$ cat config.mk
export PLATFORM = sky130hd
export DESIGN_NAME = dr32e_dec_mon
export DESIGN_NICKNAME = d
export VERILOG_FILES = /design/src/rtl/dr32e_pkg.sv /design/src/rtl/dr32e_dec_mon_fifo.sv /design/src/rtl/dr32e_dec_mon.sv
export SDC_FILE = /design/constraint.sdc
export NUM_CORES = 1
export LEC_CHECK = 0
export CORE_ASPECT_RATIO = 1.25
export CORE_MARGIN = 1
export CORE_UTILIZATION = 50
export CTS_CLUSTER_DIAMETER = 120
export DETAILED_ROUTE_END_ITERATION = 8
export GPL_TIMING_DRIVEN = 1
export PLACE_DENSITY_LB_ADDON = 0.1
export SKIP_CTS_REPAIR_TIMING = 1
export SYNTH_ARGS = -nofsm -noshare
export SYNTH_HDL_FRONTEND = slang
export SYNTH_HIERARCHICAL = 1
export SYNTH_SLANG_ARGS = --single-unit
$ cat constraint.sdc
create_clock -name clk_i -period 5.8 [get_ports clk_i]
set_input_delay 0.87 -clock clk_i [delete_from_list [all_inputs] [get_ports clk_i]]
set_output_delay 0.87 -clock clk_i [all_outputs]
set_load 0.02 [all_outputs]
$ cat src/rtl/dr32e_pkg.sv
// Shared dr32e types for the decode-stage monitor: rule bit positions,
// monitor FSM states and the trace entry width.
package dr32e_pkg;

  typedef enum logic [1:0] {
    MON_MULTI    = 2'd0,
    MON_ILL_SE   = 2'd1,
    MON_ST_NOREQ = 2'd2,
    MON_E_RANGE  = 2'd3
  } dec_mon_code_e;

  typedef enum logic {
    RUN    = 1'b0,
    FROZEN = 1'b1
  } dec_mon_state_e;

  localparam int DecMonTraceW = 36;

  // True when two or more bits are set; clearing the lowest set bit leaves a remainder.
  function automatic logic more_than_one(input logic [5:0] v);
    return (v & (v - 6'd1)) != 6'd0;
  endfunction

endpackage

$ cat src/rtl/dr32e_dec_mon_fifo.sv
// Synchronous FIFO for monitor trace entries; extra pointer MSB tells full from empty,
// and drop_o flags a push that found the FIFO full with no pop to make room.
module dr32e_dec_mon_fifo #(
  parameter int unsigned WIDTH = 36,
  parameter int unsigned DEPTH = 4
) (
  input  logic             clk_i,
  input  logic             rst_ni,
  input  logic             clr_i,
  input  logic             push_i,
  input  logic             pop_i,
  input  logic [WIDTH-1:0] data_i,
  output logic [WIDTH-1:0] data_o,
  output logic             full_o,
  output logic             empty_o,
  output logic             drop_o
);

  localparam int unsigned AW = $clog2(DEPTH);

  logic [AW:0]      wptr_q, rptr_q;
  logic [WIDTH-1:0] mem_q [DEPTH];
  logic             do_push, do_pop;

  assign empty_o = (wptr_q == rptr_q);
  assign full_o  = (wptr_q[AW] != rptr_q[AW]) && (wptr_q[AW-1:0] == rptr_q[AW-1:0]);
  assign do_pop  = pop_i && !empty_o;
  // A pop on the same edge frees the slot the push is about to reuse.
  assign do_push = push_i && (!full_o || do_pop);
  assign drop_o  = push_i && full_o && !do_pop;
  assign data_o  = empty_o ? '0 : mem_q[rptr_q[AW-1:0]];

  always_ff @(posedge clk_i) begin
    if (do_push && !clr_i) begin
      mem_q[wptr_q[AW-1:0]] <= data_i;
    end
  end

  always_ff @(posedge clk_i or negedge rst_ni) begin
    if (!rst_ni) begin
      wptr_q <= '0;
      rptr_q <= '0;
    end else if (clr_i) begin
      wptr_q <= '0;
      rptr_q <= '0;
    end else begin
      if (do_push) wptr_q <= wptr_q + (AW+1)'(1);
      if (do_pop)  rptr_q <= rptr_q + (AW+1)'(1);
    end
  end

endmodule

$ cat src/rtl/dr32e_dec_mon.sv
// Decode-stage consistency monitor: rule checks, first-error capture, trace FIFO, halt mode.
// Event counters are built only when DR32E_DEC_MON_PERF_EN is defined.
module dr32e_dec_mon
  import dr32e_pkg::*;
#(
  parameter bit          RV32E      = 1'b0,
  parameter int unsigned CntWidth   = 16,
  parameter int unsigned TraceDepth = 4,
  parameter bit          HaltOnErr  = 1'b0
) (
  input  logic                clk_i,
  input  logic                rst_ni,
  input  logic                valid_i,
  input  logic                clr_i,
  input  logic [31:0]         instr_rdata_i,
  input  logic                illegal_insn_i,
  input  logic                rf_we_i,
  input  logic [4:0]          rf_waddr_i,
  input  logic [4:0]          rf_raddr_a_i,
  input  logic [4:0]          rf_raddr_b_i,
  input  logic                rf_ren_a_i,
  input  logic                rf_ren_b_i,
  input  logic                data_req_i,
  input  logic                data_we_i,
  input  logic                mult_en_i,
  input  logic                div_en_i,
  input  logic                csr_access_i,
  input  logic                jump_in_dec_i,
  input  logic                branch_in_dec_i,
  input  logic                branch_taken_i,
  output logic                err_o,
  output logic [3:0]          first_err_code_o,
  output logic [31:0]         first_err_instr_o,
  output logic                trace_valid_o,
  output logic [35:0]         trace_data_o,
  input  logic                trace_rd_i,
  output logic                trace_ovf_o,
  output logic [CntWidth-1:0] cnt_instr_o,
  output logic [CntWidth-1:0] cnt_branch_o,
  output logic [CntWidth-1:0] cnt_taken_o,
  output logic [CntWidth-1:0] cnt_mem_o,
  output logic                frozen_o
);

  dec_mon_state_e state_q;
  logic [3:0]     code;
  logic           viol, run, push, drop, fifo_empty, fifo_full;
  logic           err_q, ovf_q, frozen_q;
  logic [3:0]     first_code_q;
  logic [31:0]    first_instr_q;

  always_comb begin
    code = '0;
    code[MON_MULTI]    = !illegal_insn_i && more_than_one({data_req_i, mult_en_i, div_en_i,
                                                           csr_access_i, jump_in_dec_i,
                                                           branch_in_dec_i});
    code[MON_ILL_SE]   = illegal_insn_i && (rf_we_i || data_req_i);
    code[MON_ST_NOREQ] = data_we_i && !data_req_i;
    code[MON_E_RANGE]  = RV32E && !illegal_insn_i &&
                         ((rf_we_i && rf_waddr_i[4]) || (rf_ren_a_i && rf_raddr_a_i[4]) ||
                          (rf_ren_b_i && rf_raddr_b_i[4]));
  end

  assign viol = valid_i && (code != 4'd0);
  assign run  = (state_q == RUN);
  assign push = viol && run;

  always_ff @(posedge clk_i or negedge rst_ni) begin
    if (!rst_ni) begin
      state_q       <= RUN;
      frozen_q      <= 1'b0;
      err_q         <= 1'b0;
      ovf_q         <= 1'b0;
      first_code_q  <= '0;
      first_instr_q <= '0;
    end else if (clr_i) begin
      state_q       <= RUN;
      frozen_q      <= 1'b0;
      err_q         <= 1'b0;
      ovf_q         <= 1'b0;
      first_code_q  <= '0;
      first_instr_q <= '0;
    end else begin
      if (viol) begin
        err_q <= 1'b1;
        if (!err_q) begin
          first_code_q  <= code;
          first_instr_q <= instr_rdata_i;
        end
      end
      if (drop) ovf_q <= 1'b1;
      case (state_q)
        RUN: if (HaltOnErr && viol) begin
          state_q  <= FROZEN;
          frozen_q <= 1'b1;
        end
        default: ;
      endcase
    end
  end

  dr32e_dec_mon_fifo #(
    .WIDTH(DecMonTraceW),
    .DEPTH(TraceDepth)
  ) u_fifo (
    .clk_i  (clk_i),
    .rst_ni (rst_ni),
    .clr_i  (clr_i),
    .push_i (push),
    .pop_i  (trace_rd_i),
    .data_i ({code, instr_rdata_i}),
    .data_o (trace_data_o),
    .full_o (fifo_full),
    .empty_o(fifo_empty),
    .drop_o (drop)
  );

  assign err_o             = err_q;
  assign first_err_code_o  = first_code_q;
  assign first_err_instr_o = first_instr_q;
  assign trace_valid_o     = !fifo_empty;
  assign trace_ovf_o       = ovf_q;
  assign frozen_o          = frozen_q;

`ifdef DR32E_DEC_MON_PERF_EN
  logic                count_en;
  logic [3:0]          cnt_inc;
  logic [CntWidth-1:0] cnt_all [4];
  logic                unused_full;

  // The instruction that trips the freeze is not counted.
  assign count_en    = valid_i && run && !(HaltOnErr && viol);
  assign cnt_inc     = {data_req_i, branch_in_dec_i && branch_taken_i, branch_in_dec_i, 1'b1};
  assign unused_full = fifo_full;

  for (genvar gi = 0; gi < 4; gi++) begin : g_cnt
    logic [CntWidth-1:0] cnt_q;
    always_ff @(posedge clk_i or negedge rst_ni) begin
      if (!rst_ni) begin
        cnt_q <= '0;
      end else if (clr_i) begin
        cnt_q <= '0;
      end else if (count_en && cnt_inc[gi] && (cnt_q != {CntWidth{1'b1}})) begin
        cnt_q <= cnt_q + CntWidth'(1);
      end
    end
    assign cnt_all[gi] = cnt_q;
  end

  assign cnt_instr_o  = cnt_all[0];
  assign cnt_branch_o = cnt_all[1];
  assign cnt_taken_o  = cnt_all[2];
  assign cnt_mem_o    = cnt_all[3];
`else
  logic unused_perf;
  assign unused_perf  = branch_taken_i ^ fifo_full;
  assign cnt_instr_o  = '0;
  assign cnt_branch_o = '0;
  assign cnt_taken_o  = '0;
  assign cnt_mem_o    = '0;
`endif

endmodule

Word level (Yosys, flattened, before mapping)
Memories as Yosys holds them, arrays and structs flattened. Index checks and enable logic that the tools add are counted.

Register bits: 44. Memory bits (writable): 140. Input port bits: 64. Output and inout bits: 140. Word-level logic and storage cells: 57. Memories: 1.

Memories: u_fifo.mem_q (words 4, bits a word 35, read ports 1, clocked after memory_dff 0, wr ports 1, line dr32e_dec_mon_fifo.sv:22) `logic [WIDTH-1:0] mem_q [DEPTH];`.

Add/sub/neg operators: 3. Equal/unequal tests: 4. Mux-type cells: 17. Bitwise logic cells: 1. Reductions and logical operators: 25.

Operator list (count): two-way mux 32 bit (3); two-way mux 36 bit (1); two-way mux 3 bit (4); two-way mux 4 bit (3); logical AND 1 bit (10); nonzero test 2 bit (4); adder 3 x 1 -> 3 bit (second input constant) (2); AND 6 bit (1); zero test 1 bit (6); two-way mux 1 bit (6); nonzero test 6 bit (1); subtractor 6 x 1 -> 6 bit (second input constant) (1); nonzero test 4 bit (1); == test 3 bit (1); == test 2 bit (1); logical OR 1 bit (2); inequality test 2 bit (second input constant) (1); AND reduction 2 bit (1); inequality test 1 bit (1).

Longest topological paths before layout
Gate-level depths: netlist of the first run.

Depth in word-level cells: 10. Mapped depth: 6. Depth with buffers taken out: 6.

Modules after synthesis
The synthesis of the first run kept the hierarchy.

Modules (own cells, without submodules): dr32e_dec_mon_fifo (times used 1, cells each 284, area an instance 6084.6 µm², seq. area each 4474.3 µm²); dr32e_dec_mon (times used 1, cells each 249, area an instance 2486.1 µm², seq. area each 925.9 µm²).

Worst setup path after synthesis of the first run
Ideal clock, no wire load.

Path kind: input port to flip-flop. Start point: in branch_in_dec_i. End point: mem u_fifo/mem_q[1][0] (netlist name), enable pin. Setup time: 0.532 ns. Arrival: 5.530 ns. Required time: 5.268 ns. Slack: -0.262 ns. Stages on the path: 5. Cell sequence: or4_4 a21oi_4 o311ai_0 inv_1 nor4b_1.

Longest elaborated chain between the ends: 10.

RTL lines: from (decl) (line dr32e_dec_mon.sv:29) `input logic branch_in_dec_i,`; subtractor 6 x 1 -> 6 bit (line dr32e_pkg.sv:21) `return (v & (v - 6'd1)) != 6'd0;`; AND 6 bit * (line dr32e_pkg.sv:21); nonzero test 6 bit * (line dr32e_pkg.sv:21); logical AND 1 bit * (line dr32e_dec_mon.sv:54) `code[MON_MULTI] = !illegal_insn_i && more_than_one({data_req_i, mult_en_i, div_en_i,`; nonzero test 4 bit * (line dr32e_dec_mon.sv:64) `assign viol = valid_i && (code != 4'd0);`; logical AND 1 bit * (line dr32e_dec_mon.sv:64); named net push (line dr32e_dec_mon.sv:47) `logic viol, run, push, drop, fifo_empty, fifo_full;`; logical AND 1 bit * (line dr32e_dec_mon_fifo.sv:29) `assign do_push = push_i && (!full_o || do_pop);`; logical AND 1 bit * (line dr32e_dec_mon_fifo.sv:34) `if (do_push && !clr_i) begin`; two-way mux 1 bit * (line dr32e_dec_mon_fifo.sv:34); two-way mux 1 bit (not written as such) * (line dr32e_dec_mon_fifo.sv:35) `mem_q[wptr_q[AW-1:0]] <= data_i;`; to (decl) (line dr32e_dec_mon_fifo.sv:22).

Mark *: on every way through the listed nets, which the timed path passes. The rest lies on a longest branch.

Final worst setup path of the first run
Start point: reg u_fifo.rptr_q[0]. End point: out trace_data_o[8].

Longest elaborated chain between the ends: 2. Elaborated cells between the ends (all ways): 3. Those cells by class: eq/ne (1); mux (1); memory (1).

RTL lines: from (decl) (line dr32e_dec_mon_fifo.sv:21) `logic [AW:0] wptr_q, rptr_q;`; from (signal assigned) (line dr32e_dec_mon_fifo.sv:48) `if (do_pop) rptr_q <= rptr_q + (AW+1)'(1);`; memory read (4 x 35 bit) / == test 3 bit (equally long branches); two-way mux 36 bit * (line dr32e_dec_mon_fifo.sv:31) `assign data_o = empty_o ? '0 : mem_q[rptr_q[AW-1:0]];`; to (decl) (line dr32e_dec_mon.sv:35) `output logic [35:0] trace_data_o,`.

Mark *: on every way between the ends. The rest lies on a longest branch, timed or not.

==> results of run 1 <==
==> cell type report <==
cell class,instances,area [um2]
repair buffers,132,1279
multi-input cells,313,2713
flip-flops and latches,187,5403
diodes,1,2.502
inverters,9,33.78
clock inverters,14,148.9
clock buffers,18,439.2
fillers,1276,6484
well taps,220,275.3
==> power by group <==
| part | leakage [nW] | internal [mW] | switching [mW] |
|---|---|---|---|
| Sequential | 1.88 | 1.52 | 0.0901 |
| Combinational | 1.57 | 0.553 | 0.581 |
| Clock | 0.287 | 0.590 | 0.541 |
==> through the flow <==
stage	total power, mW	hold slack, ps	util (%)	area, um2
after floorplan	2.393	574.4	-	8825
after global routing	4.048	547.8	61.34	10290
after CTS	3.928	515.8	61.34	10290
after detailed placement	2.796	498.6	57.83	9703
after global placement	2.783	479.7	57.83	9703
final	3.877	507.6	61.35	10290
==> metal layers <==
| metal | share of wire, % | GRT usage [%] | wire length [um] |
|---|---|---|---|
| met2 | 53 | 33.60 | 8512 |
| met3 | 5.4 | 4.601 | 861 |
| met5 | 0.081 | 0 | 13 |
| met4 | 0.53 | 6.329 | 84 |
| met1 | 41 | 23.42 | 6508 |
==> state kept, by name, summed over array words and instances (netlist names) <==
register,flops
u_fifo/mem_q,144
u_fifo/rptr_q,3
trace_ovf_o,1
err_o,1
first_err_instr_o,32
first_err_code_o,3
u_fifo/wptr_q,3
==> critical path: stages, from the launching register on <==
cell             delay [ps]
dfrtp_2                1110
buf_4                   370
mux4_2                  530
nor2b_1                 170
clkdlybuf4s50_1         560
==> final timing paths <==
kind | startpoint | to | slack, ps | cells after the start
max in group asynchronous | rst_ni | u_fifo/rptr_q[0] | 4760 | 2
hold / removal | trace_ovf_o | trace_ovf_o | 510 | 2
setup / recovery | u_fifo/rptr_q[0] | trace_data_o[8] | 1770 | 4
min in group asynchronous | rst_ni | first_err_instr_o[3] | 550 | 2
hold reg to reg | trace_ovf_o | trace_ovf_o | 510 | 2
setup reg to reg | u_fifo/rptr_q[0] | u_fifo/mem_q[0][13] | 2680 | 3
==> placed cells by master (no fill, tap or decap), types with 7 or more instances in the layout <==
| cell | n |
|---|---|
| nor2b_4 | 9 |
| clkbuf_16 | 17 |
| dfrtp_1 | 41 |
| conb_1 | 70 |
| clkdlybuf4s50_1 | 117 |
| mux2i_1 | 34 |
| mux4_1 | 7 |
| inv_1 | 9 |
| nor2b_1 | 30 |
| buf_4 | 13 |
| mux4_2 | 29 |
| nor2_1 | 9 |
| edfxtp_1 | 144 |
| nand2b_1 | 67 |
| nand2_1 | 7 |
==> flow_metrics.py, run 1 <==
metrics = {
    "timing": {
        "rsz0062_at_grt": "false",
        "fin_skew_ps": 14.75,
        "finalHoldViolCount": 0,
        "relSlewSlack_pct": 25.44,
        "fin_crit_sh_pct": 69.49,
        "setup_slack_ps": 1770,
        "clock.fmax_mhz": 248.1,
        "tns_ps": 0,
        "worst_slew_pin_slew_ps": 1118,
        "final_max_slew_viol_count": 0,
        "layout_min_cycle_time_ps": 4030,
        "final-setup-viol-count": 0,
    },
    "clock_network": {
        "h-tree-depth": 4,
        "insertion_delay_ps": 420,
        "clkTransAtPathRegs_ps": 70,
        "numCtsBuffers": 17,
        "clk_path_buf_depth": 2,
        "cts_tree": "yes",
        "cts_sinks": 187,
        "cts_root_buf": "clkbuf_16",
    },
    "worst_hold_path": {
        "hold_path_class": "reg -> reg",
    },
    "routing": {
        "vias_per_cell": 5.047,
        "ant_nets": 0,
        "drc": 0,
        "wirelength_um": 15980,
        "via_count": 4512,
        "avgRoutedWirePerCell_um": 17.88,
        "drtIter0Drc": 172,
        "firstDrtPassIters": 4,
    },
    "placement": {
        "routabilityCongestion": 0.7450,
        "place_hpwl_um": 9909,
        "dp_slack_ps": 1807,
        "port_buffers": 119,
        "placed_cells": 861,
    },
    "yosys": {
        "avgSynthCellArea_um2": 16.10,
        "synth_cells": 532,
        "yosysWarnings": 6,
        "netlist_area_mm2": 0.008566,
    },
    "global_route": {
        "grt_usage_pct": 19.23,
        "grt_pass1_vias": 4646,
        "grt_antenna_before_repair": 1,
        "grt_max_degree": 85,
        "grt_pass1_wl_um": 25340,
        "overflow": 0,
    },
    "final_layout": {
        "layout-drive-gt1-share_pct": 15.01,
        "nNetsFinal": 729,
        "fin_cells": 894,
        "syn_to_final_growth_pct": 20.17,
    },
    "power_and_ir_drop": {
        "p_per_area_mw_per_mm2": 376.6,
        "p_leak_nw": 3.745,
        "peakVddDrop_uv": 241.2,
    },
    "critical_path": {
        "worstPathArrival_ps": 3160,
        "cp.required_ps": 4930,
        "crit_path_start_kind": "register",
        "path_max_fanout": 34,
        "crit_type": "reg -> out",
        "cp-end-kind": "output pin",
    },
    "floorplanning": {
        "die-area_mm2": 0.01766,
        "core_area_mm2": 0.01678,
        "chipWidth_um": 119.1,
        "rows": 53,
        "initial_utilization_pct": 51.06,
        "die_h_um": 148.3,
        "io_pins": 204,
    },
    "status": {
        "status": "complete, no violations",
    },
    "flow_run": {
        "max_cap_viol_count": 0,
    },
}
No activity file was read; power rests on OpenSTA's default activity.
==> run 2: changes to the inputs <==
==> constraint.sdc (replaced) <==
create_clock -name clk_i -period 4.2 [get_ports clk_i]
set_input_delay 0.63 -clock clk_i [delete_from_list [all_inputs] [get_ports clk_i]]
set_output_delay 0.63 -clock clk_i [all_outputs]
set_load 0.02 [all_outputs]
==> flow_metrics.py, run 2 (synthesis gave the netlist of run 1 again) <==
metrics = {
    "routing": {
        "firstDrtPassIters": 6,
        "via_count": 4527,
        "wirelength_um": 15820,
        "ant_nets": 0,
        "drc": 0,
        "drtIter0Drc": 219,
        "vias_per_cell": 5.064,
        "avgRoutedWirePerCell_um": 17.69,
    },
    "timing": {
        "finalHoldViolCount": 0,
        "rsz0062_at_grt": "false",
        "tns_ps": 0,
        "clock.fmax_mhz": 277.8,
        "worst_slew_pin_slew_ps": 828.3,
        "final_max_slew_viol_count": 0,
        "fin_crit_sh_pct": 85.72,
        "final-setup-viol-count": 0,
        "layout_min_cycle_time_ps": 3600,
        "fin_skew_ps": 6.633,
        "relSlewSlack_pct": 44.78,
    },
    "floorplanning": {
        "chipWidth_um": 119.1,
        "die-area_mm2": 0.01766,
        "rows": 53,
        "die_h_um": 148.3,
        "io_pins": 204,
        "initial_utilization_pct": 51.06,
        "core_area_mm2": 0.01678,
    },
    "placement": {
        "placed_cells": 862,
        "routabilityCongestion": 0.7625,
        "place_hpwl_um": 10060,
        "port_buffers": 119,
        "dpl_cell_area_mm2": 0.009736,
    },
    "power_and_ir_drop": {
        "p_comb_share_pct": 29.7,
        "switchingPower_mw": 1.607,
        "p_int_mw": 3.830,
        "peakVddDrop_uv": 264.9,
        "switching_share_pct": 29.56,
        "pwr-share-clk_pct": 29.9,
        "p_per_area_mw_per_mm2": 525.4,
        "p_leak_nw": 3.769,
        "p_seq_share_pct": 40.3,
    },
    "final_layout": {
        "nNetsFinal": 730,
        "final_area_mm2": 0.01035,
        "largest_reg_flops": 144,
        "layout-drive-gt1-share_pct": 15.13,
        "syn_to_final_growth_pct": 20.80,
        "most-common-layout-cells": "edfxtp_1 (144), clkdlybuf4s50_1 (117), conb_1 (70), nand2b_1 (67), dfrtp_1 (41)",
        "final_common_cell": "edfxtp_1",
        "fin_cells": 894,
        "diodes": 0,
    },
    "worst_hold_path": {
        "hold_path_class": "in -> async",
    },
    "global_route": {
        "overflow": 0,
        "grt_antenna_before_repair": 1,
        "grt_max_degree": 59,
        "gr-usage-met2_pct": 33.75,
        "grt_pass1_wl_um": 25310,
        "grt_pass1_vias": 4649,
        "top_usage_layer": "met2",
        "use_met3_pct": 5.445,
        "grtUsageMet1_pct": 22.49,
        "grt_usage_pct": 19.26,
    },
    "critical_path": {
        "crit_path_end": "trace_data_o[32]",
        "r2r-end": "u_fifo/mem_q[0][13]",
        "cp.required_ps": 3570,
        "r2r_start": "u_fifo/rptr_q[1]",
        "worstPathArrival_ps": 2970,
        "path_max_fanout": 25,
        "startpoint": "u_fifo/rptr_q[0]",
        "ff2ff_path_depth": 5,
        "crit_path_start_kind": "register",
        "crit_type": "reg -> out",
        "rrSetupSlack_ps": 1380,
        "cp-end-kind": "output pin",
    },
    "clock_network": {
        "numCtsBuffers": 17,
        "insertion_delay_ps": 430,
        "clkTransAtPathRegs_ps": 70,
        "cts_tree": "yes",
        "cts_sinks": 187,
        "clk_path_buf_depth": 2,
        "cts_root_buf": "clkbuf_16",
        "h-tree-depth": 4,
    },
    "flow_run": {
        "max_cap_viol_count": 0,
    },
    "status": {
        "status": "complete, no violations",
    },
}
## run 2: cell count changes in the layout (fill, tap and decap cells not counted), sizes merged
cell      previous run  this run
buf                 15        16
bufinv               0         3
clkinv               5         8
clkinvlp             1         2
diode                1         0
inv                 17        10
## run 2: how the worst min path moves through the flow
stage | endpoint | slack, ps | cells past startpoint
3_5_place_dp | trace_ovf_o | 520 | 2
4_1_cts | first_err_instr_o[1] | 310 | 1
2_1_floorplan | err_o | 330 | 0
3_3_place_gp | trace_ovf_o | 520 | 2
6_report | first_err_instr_o[1] | 300 | 1
5_1_grt | first_err_instr_o[1] | 350 | 1
## run 2: cell type report
class | count | area [um2]
well taps | 220 | 275.3
flip-flops and latches | 187 | 5403
clock inverters | 14 | 172.7
inverters | 9 | 33.78
fillers | 1263 | 6430
repair buffers | 133 | 1311
clock buffers | 18 | 439.2
multi-input cells | 313 | 2713
## run 2: critical path, cell delays in order, from the launching register on
cell             delay (ps)
dfrtp_2                 880
buf_4                   360
mux4_1                  570
nor2b_1                 160
clkdlybuf4s50_1         560
## run 2: metal layers
metal	wire length [um]	vias up	share of wire (%)
li1	-	2069	-
met2	8299	171	52
met4	193	2	1.2
met3	978	18	6.2
met1	6330	2267	40
met5	12	-	0.076
## run 2: power groups by stage
| stage | Combinational [mW] | Sequential (mW) | Clock [mW] |
|---|---|---|---|
| CTS | 1.65 | 2.20 | 1.66 |
| floorplan | 1.09 | 2.21 | 0 |
| finish | 1.62 | 2.19 | 1.63 |
| detailed placement | 1.64 | 2.24 | 0 |
| global placement | 1.62 | 2.23 | 0 |
| global route | 1.73 | 2.21 | 1.73 |
## run 2: per-stage QoR
stage                     utilization, %  total power [mW]  setup WS [ps]  hold slack, ps
final                              61.68             5.437          599.7           298.4
after global routing               61.68             5.667          424.3           347.9
after CTS                          61.68             5.506          529.7           309.5
after detailed placement           58.03             3.873          714.4           519.4
after global placement             58.03             3.855          740.7           521.8
after floorplan                        -             3.304          -1622           334.4
==> run 3: changes to the inputs <==
--- a/config.mk
+++ b/config.mk
@@ -5,9 +5,11 @@
 export SDC_FILE = /design/constraint.sdc
 export NUM_CORES = 1
 export LEC_CHECK = 0
+export ABC_AREA = 1
 export CORE_ASPECT_RATIO = 1.25
 export CORE_MARGIN = 1
 export CORE_UTILIZATION = 50
+export CTS_BUF_LIST = sky130_fd_sc_hd__clkbuf_4 sky130_fd_sc_hd__clkbuf_8 sky130_fd_sc_hd__clkbuf_16
 export CTS_CLUSTER_DIAMETER = 120
 export DETAILED_ROUTE_END_ITERATION = 8
 export GPL_TIMING_DRIVEN = 1
==> flow_metrics.py, run 3 <==
metrics = {
    "status": {
        "status": "complete, no violations",
    },
    "global_route": {
        "overflow": 0,
        "grt_max_degree": 75,
        "grt_antenna_before_repair": 0,
        "grtUsageMet1_pct": 26.45,
        "grt_usage_pct": 22.15,
        "grt_pass1_vias": 5686,
        "top_usage_layer": "met2",
        "gr-usage-met2_pct": 39.21,
        "use_met3_pct": 4.823,
        "grt_pass1_wl_um": 29410,
    },
    "final_layout": {
        "regArea_mm2": 0.005405,
        "layout-drive-gt1-share_pct": 6.466,
        "most-common-layout-cells": "edfxtp_1 (144), nand2_1 (126), clkdlybuf4s50_1 (117), inv_1 (90), nor2_1 (78)",
        "diodes": 0,
        "utilization_pct": 62.04,
        "final_common_cell": "edfxtp_1",
        "multiInputGateArea_mm2": 0.002273,
        "nNetsFinal": 953,
        "largest_reg_flops": 144,
        "syn_to_final_growth_pct": 19.77,
        "n_fill_cell": 1356,
        "fin_cells": 1113,
        "final_area_mm2": 0.01017,
    },
    "clock_network": {
        "cts_sinks": 187,
        "clkTransAtPathRegs_ps": 60,
        "cts_root_buf": "clkbuf_16",
        "h-tree-depth": 4,
        "clk_path_buf_depth": 2,
        "insertion_delay_ps": 430,
        "cts_tree": "yes",
        "numCtsBuffers": 17,
    },
    "timing": {
        "rsz0062_at_grt": "false",
        "worst_slew_pin_slew_ps": 842.4,
        "final_max_slew_viol_count": 0,
        "fin_skew_ps": 8.860,
        "fin_crit_sh_pct": 87.24,
        "relSlewSlack_pct": 43.84,
        "clock.fmax_mhz": 272.9,
        "tns_ps": 0,
        "final-setup-viol-count": 0,
        "finalHoldViolCount": 0,
        "layout_min_cycle_time_ps": 3664,
    },
    "worst_hold_path": {
        "hold_path_class": "in -> async",
    },
    "power_and_ir_drop": {
        "p_leak_nw": 4.334,
        "peakVddDrop_uv": 282.1,
        "p_per_area_mw_per_mm2": 450.9,
        "p_total_mw": 4.587,
    },
    "placement": {
        "routabilityCongestion": 0.8167,
        "port_buffers": 119,
        "placed_cells": 1081,
        "place_hpwl_um": 11140,
        "dpl_cell_area_mm2": 0.009598,
    },
    "floorplanning": {
        "rows": 52,
        "core_area_mm2": 0.01640,
        "die_h_um": 147.7,
        "io_pins": 204,
        "initial_utilization_pct": 51.80,
        "die-area_mm2": 0.01751,
        "chipWidth_um": 118.6,
    },
    "yosys": {
        "avgSynthCellArea_um2": 11.04,
        "yosysWarnings": 6,
        "netlist_area_mm2": 0.008493,
        "synth_cells": 769,
    },
    "routing": {
        "drc": 0,
        "ant_nets": 0,
        "wirelength_um": 18150,
        "firstDrtPassIters": 4,
        "via_count": 5613,
        "avgRoutedWirePerCell_um": 16.31,
        "drtIter0Drc": 348,
        "vias_per_cell": 5.043,
    },
    "critical_path": {
        "path_max_fanout": 43,
        "crit_path_start_kind": "register",
        "cp.required_ps": 3570,
        "worstPathArrival_ps": 3030,
        "crit_type": "reg -> out",
        "cp-end-kind": "output pin",
    },
    "flow_run": {
        "max_cap_viol_count": 0,
    },
}
run 3: path summary, 6_finish.rpt:
kind,start,to,depth (start not counted),slack [ps]
max,u_fifo/rptr_q[0],trace_data_o[13],7,540
min,rst_ni,first_err_instr_o[20],1,190
max reg2reg,u_fifo/rptr_q[0],u_fifo/mem_q[3][34],7,1420
min reg2reg,trace_ovf_o,trace_ovf_o,2,510
max in group asynchronous,rst_ni,u_fifo/rptr_q[0],2,3240
min in group clk_i,trace_ovf_o,trace_ovf_o,2,510
run 3: power breakdown:
part | switching, mW | total [mW] | internal, mW | leakage [nW]
Combinational | 0.560 | 0.911 | 0.351 | 2.18
Clock | 0.656 | 1.56 | 0.900 | 0.284
Sequential | 0.0568 | 2.12 | 2.06 | 1.87
Total | 1.27 | 4.59 | 3.31 | 4.33
run 3: routing by layer:
metal  wire, um  vias to the layer above
li1           -                     2659
met1       7533                     2732
met2       9363                      197
met3        907                       25
met4        350                        0
met5          0                        -
run 3: worst max-delay path, stage by stage, from the launching register on:
cell and delay (ps):
dfrtp_4 830, nand2_1 130, nand2_2 120, nand3_2 440, buf_4 400, nand2_1 80
inv_1 60, clkdlybuf4s50_1 530
run 3: per-stage QoR:
step / setup WS [ps] / hold slack [ps]
6_report: 535.8 / 192.8
5_1_grt: 319.5 / 214.3
4_1_cts: 463.1 / 198.5
3_5_place_dp: 610.4 / 494.1
3_3_place_gp: 745.2 / 493.3
2_1_floorplan: 873.5 / 334.4
run 3: area by class of cell:
cell class,count,share of cell area [%]
sequential,187,53.14
tap,216,2.657
clock inverter,12,1.181
timing repair buffer,132,12.82
clock buffer,20,4.465
inverter,92,3.395
multi-input combinational,454,22.35
